## src/rtl/traffic_ctrl_param.sv

```systemverilog
// Two-road traffic-light controller with one-second prescaler, BCD countdown and night flash.
// Define ALL_RED_EN to compile in the all-red clearance phases between yellow and the opposite green.
module traffic_ctrl_param #(
  parameter int CLK_DIV   = 25000000,
  parameter int T_MAIN_G  = 60,
  parameter int T_MAIN_Y  = 4,
  parameter int T_SIDE_G  = 20,
  parameter int T_SIDE_Y  = 4,
  parameter int T_ALL_RED = 2
) (
  input  logic       clk,
  input  logic       rst_n,
  input  logic       s,
  input  logic       night,
  output logic       MR,
  output logic       MY,
  output logic       MG,
  output logic       CR,
  output logic       CY,
  output logic       CG,
  output logic [7:0] cnt_bcd,
  output logic [2:0] state,
  output logic       sec_tick
);

  typedef enum logic [2:0] {
    MAIN_G   = 3'd0,
    MAIN_Y   = 3'd1,
    SIDE_G   = 3'd2,
    SIDE_Y   = 3'd3,
    FLASH    = 3'd4,
    ALLRED_A = 3'd5,
    ALLRED_B = 3'd6
  } state_t;

  // Lamp vector order: {MR, MY, MG, CR, CY, CG}.
  typedef struct packed {
    state_t     st;
    logic [7:0] cnt;
    logic [5:0] lamp;
  } ctl_t;

  localparam int PW = (CLK_DIV > 1) ? $clog2(CLK_DIV) : 1;
  localparam logic [PW-1:0] PMAX = PW'(CLK_DIV - 1);

  function automatic logic [7:0] load(input int t);
    return {4'((t - 1) / 10), 4'((t - 1) % 10)};
  endfunction

  function automatic logic [7:0] dec(input logic [7:0] c);
    if (c[3:0] != 4'd0) return {c[7:4], c[3:0] - 4'd1};
    if (c[7:4] != 4'd0) return {c[7:4] - 4'd1, 4'd9};
    return c;
  endfunction

  // Everything that changes on a phase entry: new state, reloaded count, matching lamps.
  function automatic ctl_t enter(input state_t n);
    ctl_t r;
    r.st = n;
    case (n)
      MAIN_Y:   begin r.cnt = load(T_MAIN_Y);  r.lamp = 6'b010_100; end
      SIDE_G:   begin r.cnt = load(T_SIDE_G);  r.lamp = 6'b100_001; end
      SIDE_Y:   begin r.cnt = load(T_SIDE_Y);  r.lamp = 6'b100_010; end
      FLASH:    begin r.cnt = 8'h00;           r.lamp = 6'b010_010; end
      ALLRED_A,
      ALLRED_B: begin r.cnt = load(T_ALL_RED); r.lamp = 6'b100_100; end
      default:  begin r.st = MAIN_G; r.cnt = load(T_MAIN_G); r.lamp = 6'b001_100; end
    endcase
    return r;
  endfunction

  logic [PW-1:0] presc;
  ctl_t          ctl;
  logic          cnt_zero;

  assign cnt_zero = (ctl.cnt == 8'h00);

  // NOTE: state registers use non-blocking assignments and reset asynchronously on rst_n low.
  always_ff @(posedge clk or negedge rst_n) begin
    if (!rst_n) begin
      presc    <= '0;
      sec_tick <= 1'b0;
    end else begin
      presc    <= (presc == PMAX) ? '0 : presc + 1'b1;
      sec_tick <= (presc == PMAX);
    end
  end

  always_ff @(posedge clk or negedge rst_n) begin
    if (!rst_n) begin
      ctl <= enter(MAIN_G);
    end else if (sec_tick) begin
      if (night) begin
        if (ctl.st == FLASH)
          ctl.lamp <= {1'b0, ~ctl.lamp[4], 2'b00, ~ctl.lamp[1], 1'b0};
        else
          ctl <= enter(FLASH);
      end else begin
        case (ctl.st)
          MAIN_G: begin
            if (!cnt_zero)  ctl.cnt <= dec(ctl.cnt);
            else if (s)     ctl <= enter(MAIN_Y);
          end
          MAIN_Y: begin
`ifdef ALL_RED_EN
            if (cnt_zero)   ctl <= enter(ALLRED_A);
`else
            if (cnt_zero)   ctl <= enter(SIDE_G);
`endif
            else            ctl.cnt <= dec(ctl.cnt);
          end
          SIDE_G: begin
            if (!s || cnt_zero) ctl <= enter(SIDE_Y);
            else                ctl.cnt <= dec(ctl.cnt);
          end
          SIDE_Y: begin
`ifdef ALL_RED_EN
            if (cnt_zero)   ctl <= enter(ALLRED_B);
`else
            if (cnt_zero)   ctl <= enter(MAIN_G);
`endif
            else            ctl.cnt <= dec(ctl.cnt);
          end
          FLASH:            ctl <= enter(MAIN_G);
`ifdef ALL_RED_EN
          ALLRED_A: begin
            if (cnt_zero)   ctl <= enter(SIDE_G);
            else            ctl.cnt <= dec(ctl.cnt);
          end
          ALLRED_B: begin
            if (cnt_zero)   ctl <= enter(MAIN_G);
            else            ctl.cnt <= dec(ctl.cnt);
          end
`endif
          default:          ctl <= enter(MAIN_G);
        endcase
      end
    end
  end

  assign {MR, MY, MG, CR, CY, CG} = ctl.lamp;
  assign cnt_bcd = ctl.cnt;
  assign state   = ctl.st;

endmodule

```

## config.mk

```make
export PLATFORM = sky130hd
export DESIGN_NAME = traffic_ctrl_param
export DESIGN_NICKNAME = d
export VERILOG_FILES = /design/src/rtl/traffic_ctrl_param.sv
export SDC_FILE = /design/constraint.sdc
export NUM_CORES = 1
export LEC_CHECK = 0
export ABC_AREA = 1
export CAP_MARGIN = 5
export CORE_UTILIZATION = 55
export DETAILED_ROUTE_END_ITERATION = 12
export HOLD_SLACK_MARGIN = 0.05
export MAX_ROUTING_LAYER = met4
export PLACE_DENSITY = 0.75
export SYNTH_ARGS = -nofsm -noshare
export SYNTH_HDL_FRONTEND = slang
export SYNTH_SLANG_ARGS = --single-unit
```

## constraint.sdc

```tcl
create_clock -name clk -period 4.7 [get_ports clk]
set_input_delay 0.47 -clock clk [delete_from_list [all_inputs] [get_ports clk]]
set_output_delay 0.47 -clock clk [all_outputs]
set_load 0.02 [all_outputs]
```

==> key figures, run 1 <==
CTS
  – Clk buf depth: 2
  – CTS Root Buffer Type: clkbuf_8
  – TritonCTS clock tree: done
  – CTS Buf Count: 5
  – Post_cts resized: 0
  – Setup repair bufs after CTS: 0
  – CTS Hold Bufs: 0
  – CTS sink cnt: 43
  – Htree depth: 2
  – CTS clk-pin slew, worst paths: 0.09 ns
  – Worst skew pair latency: 0.30 ns

Global route
  – Total GRT Usage: 26.1%
  – Initial antenna violation count: 0
  – Grt total ovfl: 0
  – First-pass GRT wire length: 10200 um
  – Largest net degree at the start of global routing: 44
  – Number of global-route vias before repair: 2279

Routing
  – Iteration-0 DRC Markers: 152
  – 1st-pass router iterations: 8
  – Final wirelength: 5660 um
  – WL/cell: 12.6 um
  – Routed vias/inst: 5.33
  – Routed Antenna Nets: 0
  – Vias: 2399
  – DRC: 4

Yosys
  – Synth Flop Type: dfrtp_1
  – Post-synthesis compound-gate area fraction: 5.20%
  – Most numerous cell in the Yosys netlist: nand2_1
  – Yosys warning total: 0
  – Post-synth EDFFs: 0
  – Synth cell types: 30
  – Avg Synthesized Cell Area: 7.14 um^2
  – Synth Area in Simple Gates: 38.4%
  – Largest cells by area after synthesis: dfrtp_1, nand2_1, inv_1
  – Syn Inst Count: 371
  – Largest family of logic cells by synthesized area: simple AND/OR/NAND/NOR gates
  – Yosys top cell area share: 35.0%
  – Post-Syn Area: 0.00265 mm^2
  – Post-Synth Adder-Cell Area: 1.89%
  – Top post-synthesis cells by count: nand2_1, inv_1, nor2_1, dfrtp_1, nand3_1
  – Synthesized-area fraction occupied by xor and xnor cells: 4.63%
  – Synthesized flop and latch total: 43
  – Synthesized Nets: 379
  – Mux cell area share after synthesis: 0%
  – Synth area leader: dfrtp_1
  – Async SR Flop Fraction: 100%
  – Sequential fraction of the synthesis area: 40.9%

Timing
  – Setup TNS: 0 ns
  – RSZ-0062 raised after global routing: no
  – Final Cycle Share: 42.5%
  – Final hold violations: 0
  – Max-slew violation total from the final report: 0
  – Slew @ Worst Pin: 0.938 ns
  – Max frequency: 0.500 GHz
  – Slew margin rel.: 37.5%
  – Skew final: 0.0120 ns
  – Tmin final: 2.00 ns
  – # setup viols final: 0
  – WHS: 0.307 ns

Floorplanning
  – Row cnt: 24
  – I/O Pins: 22
  – Die height: 71.4 um
  – Core area: 0.00450 mm^2
  – Starting Density: 58.8%
  – Die width: 71.4 um
  – Die Area: 0.00510 mm^2

Cells and area
  – Inserted Diodes: 0
  – Layout cell share with drive strength beyond 1: 10.3%
  – Cell area after layout: 0.00301 mm^2
  – Fillers: 404
  – # nets final: 405
  – Area Overhead vs Synth: 13.6%
  – Multi-input logic area: 0.00133 mm^2
  – Storage cell area: 0.00108 mm^2

Critical path
  – FF-to-FF End: presc[11]
  – CP max FO: 5
  – Worst Setup End Kind: output pin
  – Crit-path cells: clkdlybuf4s50_1
  – Worst endpoint data arrival time: 1.53 ns
  – FF-to-FF path depth: 8
  – Critical path buffer and inverter count: 1
  – WS Path Type: flop to output pin
  – Critical Path Max Stage Delay: 0.62 ns
  – Max stage delay cell, worst path: clkdlybuf4s50_1
  – FF-to-FF Start: presc[0]
  – WP data required: 4.23 ns
  – Worst Setup Start Kind: flop
  – Worst R2R Setup Slack: 2.74 ns
  – Delay-heaviest family, CP: buffers and inverters

Power
  – Pwr/cell area: 224 mW/mm^2
  – Max VDD drop: 0.000190 V
  – Leak Pwr: 1.46 nW

Placement
  – Port Buffers: 21
  – Final Wtd Congestion: 0.921
  – Placed cell areas: 0.00290 mm^2
  – Detail Placement HPWL: 4340 um

Run status
  – Failing checks: design-rule violations
  – Status: finished, violations left

Flow run
  – Max-Cap Viols: 0

Hold path
  – Hold Crit Class: primary input to async pin
## cell type report
| type | count | area share [%] |
|---|---|---|
| sequential | 43 | 36.0 |
| tap | 52 | 2.16 |
| inverter | 57 | 7.15 |
| timing repair buffer | 21 | 6.82 |
| multi-input combinational | 269 | 44.1 |
| clock inverter | 3 | 1.46 |
| clock buffer | 5 | 2.29 |
## cells by family (layout without fill, tap and decap cells)
kind of cell	after synthesis	in the layout
and+or+nand+nor	227	227
xor gates and xnor gates	14	14
AOI/OAI and AO/OA	24	24
buffers and inverters	59	86
DFF	43	43
adders and majority gates	4	4
## how the worst max path moves through the flow
stage	endpoint	depth (start not counted)	startpoint	slack [ns]
floorplan	state[2]	12	cnt_bcd[0]	2.97
global placement	state[1]	11	night	2.63
detailed placement	MR	11	night	2.59
CTS	cnt_bcd[3]	1	cnt_bcd[3]	2.70
global route	presc[14]	8	presc[0]	2.58
finish	cnt_bcd[3]	1	cnt_bcd[3]	2.70
## per-stage QoR
step           utilization, %  setup WS, ns  total power [mW]  instances
2_1_floorplan               -          2.97             0.381        371
3_3_place_gp             64.3          2.63             0.392        442
3_5_place_dp             64.3          2.59             0.392        442
4_1_cts                  66.8          2.70             0.679        450
5_1_grt                  66.8          2.58             0.694        450
6_report                 66.8          2.70             0.675        450
## registers in the layout, indices dropped and copies added (netlist names)
name and cells:
cnt_bcd 8, MY 1, MR 1, sec_tick 1, state 3, MG 1
presc 25, CG 1, CY 1, CR 1
## worst reg2reg max path, delay by kind of cell, from the launching register on
| family | cells | cell delay, ns |
|---|---|---|
| flops | 1 | 0.42 |
| simple gates | 4 | 0.90 |
| fa+ha+maj | 1 | 0.26 |
| buf+inv | 3 | 0.28 |
## cells in the final DEF (no fill, tap or decap)
cell type	synthesis	final
nor2_2	3	3
o21ai_0	11	11
bufinv_16	0	1
nand4_4	1	1
dfrtp_1	37	37
nor3_1	9	9
a21oi_1	6	6
clkinv_4	0	1
clkdlybuf4s50_1	0	20
nand2_2	7	7
inv_1	54	54
nor3_4	1	1
o21ai_2	4	4
ha_1	4	4
or2_2	1	1
inv_2	2	2
nor2_4	2	2
xnor2_1	3	3
and3_1	1	1
nor2_1	49	49
o21ai_1	2	2
nand3_2	1	1
nand3_1	16	16
nand2_1	120	120
nor3_2	2	2
o211ai_1	1	1
nand2_4	1	1
xor2_1	11	11
dfstp_2	6	6
clkinv_2	1	2
nor4_1	1	1
nand4_1	12	12
buf_2	0	1
clkbuf_8	0	5
## power breakdown
part	switching (mW)	leakage (nW)	internal [mW]
clock network	0.132	0.0581	0.158
registers	0	0.549	0.370
logic	0.0112	0.850	0.00312
## routing by layer
layer / GRT usage (%) / routed length, um
met3: 4.50 / 206
met4: 9.33 / 165
met1: 32.0 / 2550
met2: 43.4 / 2730
met5: - / 0
No activity file was read; power rests on OpenSTA's default activity.
==> run 2, diff against run 1 <==
==> constraint.sdc (replaced) <==
create_clock -name clk -period 2.05 [get_ports clk]
set_input_delay 0.205 -clock clk [delete_from_list [all_inputs] [get_ports clk]]
set_output_delay 0.205 -clock clk [all_outputs]
set_load 0.02 [all_outputs]
==> key figures, run 2 (synthesis results as in run 1) <==
Run status
  – Status: finished, violations left
  – Failing checks: design-rule violations

Critical path
  – Most common cell on crit path: nand2_1
  – WS Path Type: flop to flop
  – Crit. Startpoint: cnt_bcd[0]
  – FF-to-FF End: MR
  – Worst R2R Setup Slack: 0.18 ns
  – CP max FO: 12
  – Crit-path cells: inv_1 > ha_1 > nand2_2 > nor2_4 > nand2_2 > nand2_1 > nand2_1 > nand2_2 > nand2_4 > inv_1 > nand2_1 > nand2_1
  – WP data required: 2.25 ns
  – Worst endpoint data arrival time: 2.07 ns
  – Critical Path Max Stage Delay: 0.55 ns
  – Worst Setup Start Kind: flop
  – FF-to-FF Start: cnt_bcd[0]
  – Max stage delay cell, worst path: dfstp_2
  – CP endpoint: MR
  – Worst Setup End Kind: flop
  – FF-to-FF path depth: 12

Global route
  – Grt total ovfl: 0
  – Total GRT Usage: 25.4%
  – Number of global-route vias before repair: 2267
  – First-pass GRT wire length: 9800 um
  – Initial antenna violation count: 0
  – Largest net degree at the start of global routing: 39

Routing
  – Routed length on met1: 2550 um
  – DR WL met2: 2840 um
  – Routed vias/inst: 5.13
  – WL/cell: 12.5 um
  – 1st-pass router iterations: 9
  – Final wirelength: 5680 um
  – Routed Antenna Nets: 0
  – Met3 routed WL: 181 um
  – Max Used Layer: met4
  – Vias: 2339
  – Iteration-0 DRC Markers: 143
  – DRC: 4

Power
  – Max VDD drop: 0.000365 V
  – Leak Pwr: 1.50 nW
  – Internal cell power: 1.22 mW
  – Net Sw Frac: 21.2%
  – Combinational power share: 2.6%
  – Pwr/cell area: 505 mW/mm^2
  – Switching Power: 328 uW
  – Sequential power share: 54.7%
  – Power share of the clock group: 42.8%
  – Overall Power: 1.55 mW

Cells and area
  – Largest Register: presc
  – Largest register FFs: 25
  – Final std cells w/o fill: 456
  – Area Overhead vs Synth: 16.1%
  – Layout cell share with drive strength beyond 1: 11.4%
  – Commonest non-fill, non-tap cell in the layout: nand2_1
  – Inserted Diodes: 0
  – Most frequent cells in the layout: nand2_1, inv_1, nor2_1, dfrtp_1, clkdlybuf4s50_1
  – Fillers: 409
  – # nets final: 411

Timing
  – Slew margin rel.: 45.5%
  – Slew @ Worst Pin: 0.817 ns
  – Final hold violations: 0
  – Final Cycle Share: 91.2%
  – # setup viols final: 0
  – Tmin final: 1.87 ns
  – RSZ-0062 raised after global routing: no
  – Max frequency: 0.535 GHz
  – Max-slew violation total from the final report: 0
  – Skew final: 0.00872 ns
  – Setup TNS: 0 ns

Flow run
  – Max-Cap Viols: 0

Placement
  – Final Wtd Congestion: 0.968
  – Detail Placement HPWL: 4350 um
  – Port Buffers: 21
  – Placed Instances: 447

CTS
  – Worst skew pair latency: 0.30 ns
  – Clk buf depth: 2
  – CTS Root Buffer Type: clkbuf_8
  – TritonCTS clock tree: done
  – CTS clk-pin slew, worst paths: 0.09 ns
  – CTS sink cnt: 43
  – Htree depth: 2
  – CTS Buf Count: 5

Floorplanning
  – Starting Density: 58.8%
  – Core area: 0.00450 mm^2
  – Die Area: 0.00510 mm^2
  – Die height: 71.4 um
  – Row cnt: 24
  – Die width: 71.4 um
  – I/O Pins: 22

Hold path
  – Hold Crit Class: flop to flop
[run 2: cell types whose count changed in the layout (fill, tap and decap cells not counted), sizes merged]
cell / before / now
buf: 1 / 6
dlygate4sd3: 0 / 1
[run 2: metal layers]
layer	track usage [%]	vias to the layer above
li1	-	1211
met1	29.6	1076
met2	44.1	41
met3	4.36	11
met4	9.11	0
met5	-	-
[run 2: power groups by stage]
stage                     Clock, mW  Combinational (mW)  Sequential (mW)
after global routing          0.721              0.0454            0.848
after detailed placement          0              0.0391            0.864
final                         0.664              0.0396            0.848
after global placement            0              0.0387            0.864
after CTS                     0.679              0.0406            0.848
after floorplan                   0             0.00926            0.865
[run 2: area by class of cell]
cell class | instances | area, um^2 | share of cell area [%]
sequential | 43 | 1080 | 35.2
tap | 52 | 65.1 | 2.12
clock buffer | 5 | 68.8 | 2.24
clock inverter | 3 | 43.8 | 1.42
multi-input combinational | 269 | 1330 | 43.3
timing repair buffer | 27 | 265 | 8.63
inverter | 57 | 215 | 7.00
[run 2: worst min path at each step]
| stage | from | end | slack [ns] | cells past startpoint |
|---|---|---|---|---|
| after floorplan | rst_n | CG | -0.09 | 0 |
| after global placement | rst_n | CG | 0.35 | 1 |
| after detailed placement | rst_n | CY | 0.35 | 1 |
| after CTS | CR | CR | 0.49 | 2 |
| after global routing | CR | CR | 0.52 | 2 |
| final | CR | CR | 0.49 | 2 |
[run 2: through the flow]
stage | setup slack [ns] | hold slack, ns | cell area, um^2 | utilization (%)
after floorplan | 0.322 | -0.0906 | 2650 | -
after global placement | 0.210 | 0.350 | 2950 | 65.4
after detailed placement | 0.125 | 0.353 | 2950 | 65.4
after CTS | 0.111 | 0.489 | 3070 | 68.1
after global routing | 0.0462 | 0.520 | 3070 | 68.3
final | 0.181 | 0.487 | 3070 | 68.3
[run 2: timing repair]
action / CTS / global route
hold endpoints to repair: 30 / 0
setup buffers: 0 / 0
hold buffers: 1 / 0
endpoints found under the setup margin: 0 / 4
resized for setup: 0 / 1
[run 2: critical path: cells and delay by family (launching register included)]
kind,cells,cell delay [ns]
buffers and inverters,2,0.17
flip-flops,1,0.55
adder cells (fa/ha/maj),1,0.25
AND/OR/NAND/NOR,9,0.79
